==> config.mk <==
export PLATFORM = sky130hd
export DESIGN_NAME = dual_issue_arbiter
export DESIGN_NICKNAME = d
export VERILOG_FILES = /design/src/rtl/dual_issue_arbiter.sv
export SDC_FILE = /design/constraint.sdc
export NUM_CORES = 1
export LEC_CHECK = 0
export ABC_AREA = 1
export CAP_MARGIN = 30
export CORE_AREA = 4 4 138 140
export CTS_CLUSTER_DIAMETER = 150
export CTS_CLUSTER_SIZE = 8
export DETAILED_ROUTE_END_ITERATION = 16
export DIE_AREA = 0 0 142 144
export GPL_ROUTABILITY_DRIVEN = 1
export PLACE_DENSITY = 0.79
export SKIP_CTS_REPAIR_TIMING = 1
export SYNTH_ARGS = -nofsm -noshare
export SYNTH_HDL_FRONTEND = slang
export SYNTH_SLANG_ARGS = --single-unit
export TNS_END_PERCENT = 5
==> constraint.sdc <==
create_clock -name clock_i -period 2 [get_ports clock_i]
set_input_delay 0.4 -clock clock_i [delete_from_list [all_inputs] [get_ports clock_i]]
set_output_delay 0.4 -clock clock_i [all_outputs]
set_load 0.03 [all_outputs]
==> src/rtl/dual_issue_arbiter.sv <==
// Dual-issue arbiter between decode and dispatch.
// Takes an in-order instruction pair (A older, B younger) and issues it as
// conflict-free registered slot A/B bundles. Pairs that collide on the single
// load-store unit, or whose younger entry needs the slot-A-only branch/reg
// units, are split across cycles while decode is held off through ready_o.
module dual_issue_arbiter #(
  parameter int PAYLOAD_W = 47,
  parameter int CNT_W     = 16
) (
  input  logic                 clock_i,
  input  logic                 reset_i,
  input  logic                 flush_i,
  input  logic                 validA_i,
  input  logic                 validB_i,
  input  logic [1:0]           funcTypeA_i,
  input  logic [1:0]           funcTypeB_i,
  input  logic [PAYLOAD_W-1:0] payloadA_i,
  input  logic [PAYLOAD_W-1:0] payloadB_i,
  input  logic                 lsBusy_i,
  output logic                 ready_o,
  output logic                 enableA_o,
  output logic                 enableB_o,
  output logic [1:0]           funcTypeA_o,
  output logic [1:0]           funcTypeB_o,
  output logic [PAYLOAD_W-1:0] payloadA_o,
  output logic [PAYLOAD_W-1:0] payloadB_o,
  output logic [CNT_W-1:0]     splitCount_o
);

  // Arbiter states
  localparam logic [1:0] ST_IDLE    = 2'd0;
  localparam logic [1:0] ST_HOLD_AB = 2'd1;
  localparam logic [1:0] ST_HOLD_B  = 2'd2;

  // Unit classes
  localparam logic [1:0] FT_LS     = 2'd1;
  localparam logic [1:0] FT_BRANCH = 2'd2;
  localparam logic [1:0] FT_REG    = 2'd3;

  localparam logic [CNT_W-1:0] CNT_MAX = {CNT_W{1'b1}};

  // True when the younger entry cannot share the cycle with the older one:
  // branch/reg units only listen to slot A, and there is one load-store unit.
  function automatic logic pair_conflict(input logic [1:0] ft_a, input logic [1:0] ft_b);
    logic hit;
    hit = (ft_b == FT_BRANCH) || (ft_b == FT_REG) || ((ft_a == FT_LS) && (ft_b == FT_LS));
    return hit;
  endfunction

  logic [1:0]           state;
  logic                 hold_a_valid;
  logic [1:0]           hold_a_ft;
  logic [PAYLOAD_W-1:0] hold_a_pay;
  logic                 hold_b_valid;
  logic [1:0]           hold_b_ft;
  logic [PAYLOAD_W-1:0] hold_b_pay;

  logic                 accept;
  logic                 in_a_valid;
  logic [1:0]           in_a_ft;
  logic [PAYLOAD_W-1:0] in_a_pay;
  logic                 in_b_valid;

  logic                 pend_valid;
  logic [1:0]           pa_ft;
  logic [PAYLOAD_W-1:0] pa_pay;
  logic                 pb_valid;
  logic [1:0]           pb_ft;
  logic [PAYLOAD_W-1:0] pb_pay;

  logic [1:0]           nxt_state;
  logic                 issue_a;
  logic                 issue_b;
  logic                 split_inc;
  logic                 nxt_hold_a_valid;
  logic [1:0]           nxt_hold_a_ft;
  logic [PAYLOAD_W-1:0] nxt_hold_a_pay;
  logic                 nxt_hold_b_valid;
  logic [1:0]           nxt_hold_b_ft;
  logic [PAYLOAD_W-1:0] nxt_hold_b_pay;

  // Input acceptance and compaction: a lone B moves into position A.
  always_comb begin
    accept     = ready_o & (validA_i | validB_i) & ~flush_i;
    in_a_valid = validA_i | validB_i;
    in_b_valid = validA_i & validB_i;
    if (validA_i) begin
      in_a_ft  = funcTypeA_i;
      in_a_pay = payloadA_i;
    end else begin
      in_a_ft  = funcTypeB_i;
      in_a_pay = payloadB_i;
    end
  end

  // Select the pending pair: fresh input in IDLE, held entries otherwise.
  always_comb begin
    pend_valid = 1'b0;
    pa_ft      = 2'd0;
    pa_pay     = '0;
    pb_valid   = 1'b0;
    pb_ft      = 2'd0;
    pb_pay     = '0;
    if (state == ST_IDLE) begin
      pend_valid = accept & in_a_valid;
      pa_ft      = in_a_ft;
      pa_pay     = in_a_pay;
      pb_valid   = in_b_valid;
      pb_ft      = funcTypeB_i;
      pb_pay     = payloadB_i;
    end else begin
      pend_valid = hold_a_valid;
      pa_ft      = hold_a_ft;
      pa_pay     = hold_a_pay;
      pb_valid   = hold_b_valid;
      pb_ft      = hold_b_ft;
      pb_pay     = hold_b_pay;
    end
  end

  // Issue decision: stall on busy LS, split on conflict or busy LS for B,
  // otherwise issue the whole pair. Flush discards everything.
  always_comb begin
    nxt_state        = ST_IDLE;
    issue_a          = 1'b0;
    issue_b          = 1'b0;
    split_inc        = 1'b0;
    nxt_hold_a_valid = 1'b0;
    nxt_hold_a_ft    = 2'd0;
    nxt_hold_a_pay   = '0;
    nxt_hold_b_valid = 1'b0;
    nxt_hold_b_ft    = 2'd0;
    nxt_hold_b_pay   = '0;
    if (flush_i) begin
      nxt_state = ST_IDLE;
    end else if (pend_valid) begin
      if ((pa_ft == FT_LS) && lsBusy_i) begin
        // Older entry cannot go; keep both in program order.
        nxt_state        = ST_HOLD_AB;
        nxt_hold_a_valid = 1'b1;
        nxt_hold_a_ft    = pa_ft;
        nxt_hold_a_pay   = pa_pay;
        nxt_hold_b_valid = pb_valid;
        nxt_hold_b_ft    = pb_valid ? pb_ft : 2'd0;
        nxt_hold_b_pay   = pb_valid ? pb_pay : '0;
      end else if (pb_valid && pair_conflict(pa_ft, pb_ft)) begin
        // Structural split: B is relocated to position A for next cycle.
        nxt_state        = ST_HOLD_B;
        issue_a          = 1'b1;
        split_inc        = 1'b1;
        nxt_hold_a_valid = 1'b1;
        nxt_hold_a_ft    = pb_ft;
        nxt_hold_a_pay   = pb_pay;
      end else if (pb_valid && (pb_ft == FT_LS) && lsBusy_i) begin
        // B waits only for the LS unit; not counted as a conflict split.
        nxt_state        = ST_HOLD_B;
        issue_a          = 1'b1;
        nxt_hold_a_valid = 1'b1;
        nxt_hold_a_ft    = pb_ft;
        nxt_hold_a_pay   = pb_pay;
      end else begin
        nxt_state = ST_IDLE;
        issue_a   = 1'b1;
        issue_b   = pb_valid;
      end
    end else begin
      nxt_state = ST_IDLE;
    end
  end

  // State, held entries, registered issue bundles, ready and split counter.
  always_ff @(posedge clock_i) begin
    if (reset_i) begin
      state        <= ST_IDLE;
      hold_a_valid <= 1'b0;
      hold_a_ft    <= 2'd0;
      hold_a_pay   <= '0;
      hold_b_valid <= 1'b0;
      hold_b_ft    <= 2'd0;
      hold_b_pay   <= '0;
      ready_o      <= 1'b1;
      enableA_o    <= 1'b0;
      enableB_o    <= 1'b0;
      funcTypeA_o  <= 2'd0;
      funcTypeB_o  <= 2'd0;
      payloadA_o   <= '0;
      payloadB_o   <= '0;
      splitCount_o <= '0;
    end else begin
      state        <= nxt_state;
      hold_a_valid <= nxt_hold_a_valid;
      hold_a_ft    <= nxt_hold_a_ft;
      hold_a_pay   <= nxt_hold_a_pay;
      hold_b_valid <= nxt_hold_b_valid;
      hold_b_ft    <= nxt_hold_b_ft;
      hold_b_pay   <= nxt_hold_b_pay;
      ready_o      <= (nxt_state == ST_IDLE);
      enableA_o    <= issue_a;
      enableB_o    <= issue_b;
      funcTypeA_o  <= issue_a ? pa_ft : 2'd0;
      funcTypeB_o  <= issue_b ? pb_ft : 2'd0;
      payloadA_o   <= issue_a ? pa_pay : '0;
      payloadB_o   <= issue_b ? pb_pay : '0;
      if (split_inc && (splitCount_o != CNT_MAX)) begin
        splitCount_o <= splitCount_o + {{(CNT_W-1){1'b0}}, 1'b1};
      end else begin
        splitCount_o <= splitCount_o;
      end
    end
  end

endmodule
==> metrics.yaml <==
area_delta_synth_final_pct: 41.4
routedWlPerCell_um: 15.3
hold_slack_ns: 0.507
outcome: "complete, no violations"
core_mm2: 0.0178
grt_max_degree: 94
routed-via-count: 8031
die_w_um: 142
p_int_uw: 7580
fillers: 1497
cp_top_family: "buffers and inverters"
worstSetupPathType: "register to primary output"
port_buffers: 220
wl_um: 24500
drv_cap: 0
endpoint_kind: "primary output"
ir_drop_mv: 0.671
crit_arrival_ns: 1.56
drive_above_1_share: 0.0887
cellPowerDensity_mw_per_mm2: 822
avgSynthCellArea_um2: 7.49
grt_antenna_before_repair: 0
grt_pass1_wl_um: 38600
multiInputGateArea_mm2: 0.00321
clkSlewWorstSetupHoldPaths_ns: 0.05
layout_worst_path_cycle_share: 0.982
fin_util: 0.677
place_hpwl_um: 16600
slowest_delay_ns: 0.73
layout.nets: 1481
reg2reg_depth: 10
routed_via_density: 5.01
period_minus_slack_ns: 1.96
grtUsageMet1: 0.297
path_cells: "clkdlybuf4s50_1"
drv_slew: 0
syn_inst: 1141
first_global_vias: 7734
synth_top_area_share: 0.513
cts_tree: "done"
die_y_um: 144
fin_area_mm2: 0.0121
min_path_type: "register to register"
ioPinCount: 221
syn_nets: 1246
rsz0062_at_grt: "yes"
root_buffer: "clkbuf_16"
drc: 0
yosys-top-cells-area: "dfxtp_1 (51%), o21ai_0 (8.7%), nor2_1 (7.9%), inv_1 (7.4%), nand2_1 (7.0%)"
switching_share: 0.236
seqCellArea_mm2: 0.00438
gr-total-overflow: 0
async_flop_share: 0
sequentialPowerShare: 0.448
grt_usage: 0.231
fin_skew_ns: 0.0142
busiest_layer: "met2"
dieArea_mm2: 0.0204
required_ns: 1.60
clk_latency_ns: 0.53
switchingPower_uw: 2350
clockBufferDepth: 3
grt_use_met2: 0.390
ys_ff_latch: 219
crit_path_top_delay_cell: "clkdlybuf4s50_1"
worst-path-max-fanout: 1
whs_path_depth: 2
power_leakage_uw: 0.00563
detail_route.iter0.violations: 508
comb_power_share: 0.110
cp-start-kind: "register"
first_pass_iters: 5
synth-main-ff-cell: "dfxtp_1"
clock_sinks: 219
synth_edf_count: 0
pwr-share-clk: 0.441
dpl_cell_area_mm2: 0.0112
fmax_ghz: 0.509
hold_violations: 0
syn-cell-area_mm2: 0.00854
synth.largest_area_cell: "dfxtp_1"
synth_cell_types: 35
rows: 49
antennaDiodeCount: 0
cp_num_buf_inv: 1
drtAntennaViolNets: 0
setup-violations-final: 0
numCtsBuffers: 31
tns_ns: 0
place_congestion: 0.867
crit_cells: 1
grt_use_met3: 0.0532
ys.warnings.count: 0
ys_seq_area_frac: 0.513
initial_core_util: 0.479
h-tree-depth: 1
-- through the flow --
stage | cells | power [uW] | worst slack (ns)
floorplan | 1141 | 5110 | 0.0538
CTS | 1603 | 10000 | -0.119
global placement | 1571 | 5590 | -0.359
finish | 1604 | 9930 | 0.0369
global route | 1604 | 10300 | -0.0488
detailed placement | 1571 | 5600 | -0.439
-- layer usage --
metal / routed length [um] / share of wire / up-vias
li1: - / - / 4005
met1: 10300 / 0.42 / 3651
met2: 11600 / 0.47 / 330
met3: 2130 / 0.087 / 45
met4: 544 / 0.022 / 0
met5: 0 / 0 / -
-- synth_stat cells, types with 2 or more instances --
master and number:
dfxtp_1 219, nor2_1 180, inv_1 168, nand2_1 160
o21ai_0 149, a21oi_1 65, clkbuf_1 38, nand3_1 27
nand4_1 26, nor2_2 21, buf_2 13, o22ai_1 10
buf_1 9, o21ai_1 7, xor2_1 7, nor3_1 6
buf_6 5, inv_2 4, xnor2_1 4, buf_4 3
clkinv_1 2, nand2_2 2, nand3_2 2, nor2_4 2
o21ai_2 2
-- state kept, by name, summed over array words and instances (netlist names) --
name	count
enableA_o	1
enableB_o	1
funcTypeA_o	2
funcTypeB_o	2
hold_a_ft	2
hold_a_pay	47
hold_a_valid	1
hold_b_ft	2
hold_b_pay	47
hold_b_valid	1
payloadA_o	47
payloadB_o	47
ready_o	1
splitCount_o	16
state	2
-- cell usage in the layout (no fill, tap or decap), drive strengths merged, types with 23 or more instances in the layout --
cell and n:
nand3 30, o21ai 159, nand2 162, nor2 203, clkbuf 31, nand4 26
clkdlybuf4s50 197, dfxtp 219, dlymetal6s2s 23, a21oi 66, buf 50, inv 172
-- logic make-up (layout without fill, tap and decap cells) --
logic type | count (synthesis) | after routing | share of synthesized area
simple gates | 430 | 430 | 0.215
buf+inv | 242 | 476 | 0.114
compound gates | 236 | 236 | 0.144
flops | 219 | 219 | 0.513
xor+xnor | 11 | 11 | 0.0113
fa+ha+maj | 1 | 1 | 0.00146
other cells | 1 | 1 | 0.000439
mux | 1 | 1 | 0.00117
-- final cells by class --
| class | count | share of cell area |
|---|---|---|
| clock buffer | 31 | 0.0642 |
| inverter | 174 | 0.0543 |
| clock inverter | 1 | 0.000621 |
| multi-input combinational | 680 | 0.265 |
| sequential | 219 | 0.363 |
| tap | 229 | 0.0237 |
| timing repair buffer | 270 | 0.229 |
-- power groups by stage --
stage / registers, uW / logic [uW] / clock network, uW
2_1_floorplan: 4610 / 497 / 0
3_3_place_gp: 4540 / 1060 / 0
3_5_place_dp: 4540 / 1070 / 0
4_1_cts: 4450 / 1080 / 4480
5_1_grt: 4450 / 1200 / 4680
6_report: 4450 / 1100 / 4380
-- worst paths after layout --
kind / from / endpoint / slack, ns
min: splitCount_o[15] / splitCount_o[15] / 0.51
max: funcTypeA_o[1] / funcTypeA_o[1] / 0.04
min reg2reg: splitCount_o[15] / splitCount_o[15] / 0.51
max reg2reg: state[0] / hold_a_ft[0] / 0.10
Power figures use the tool's default switching activity.
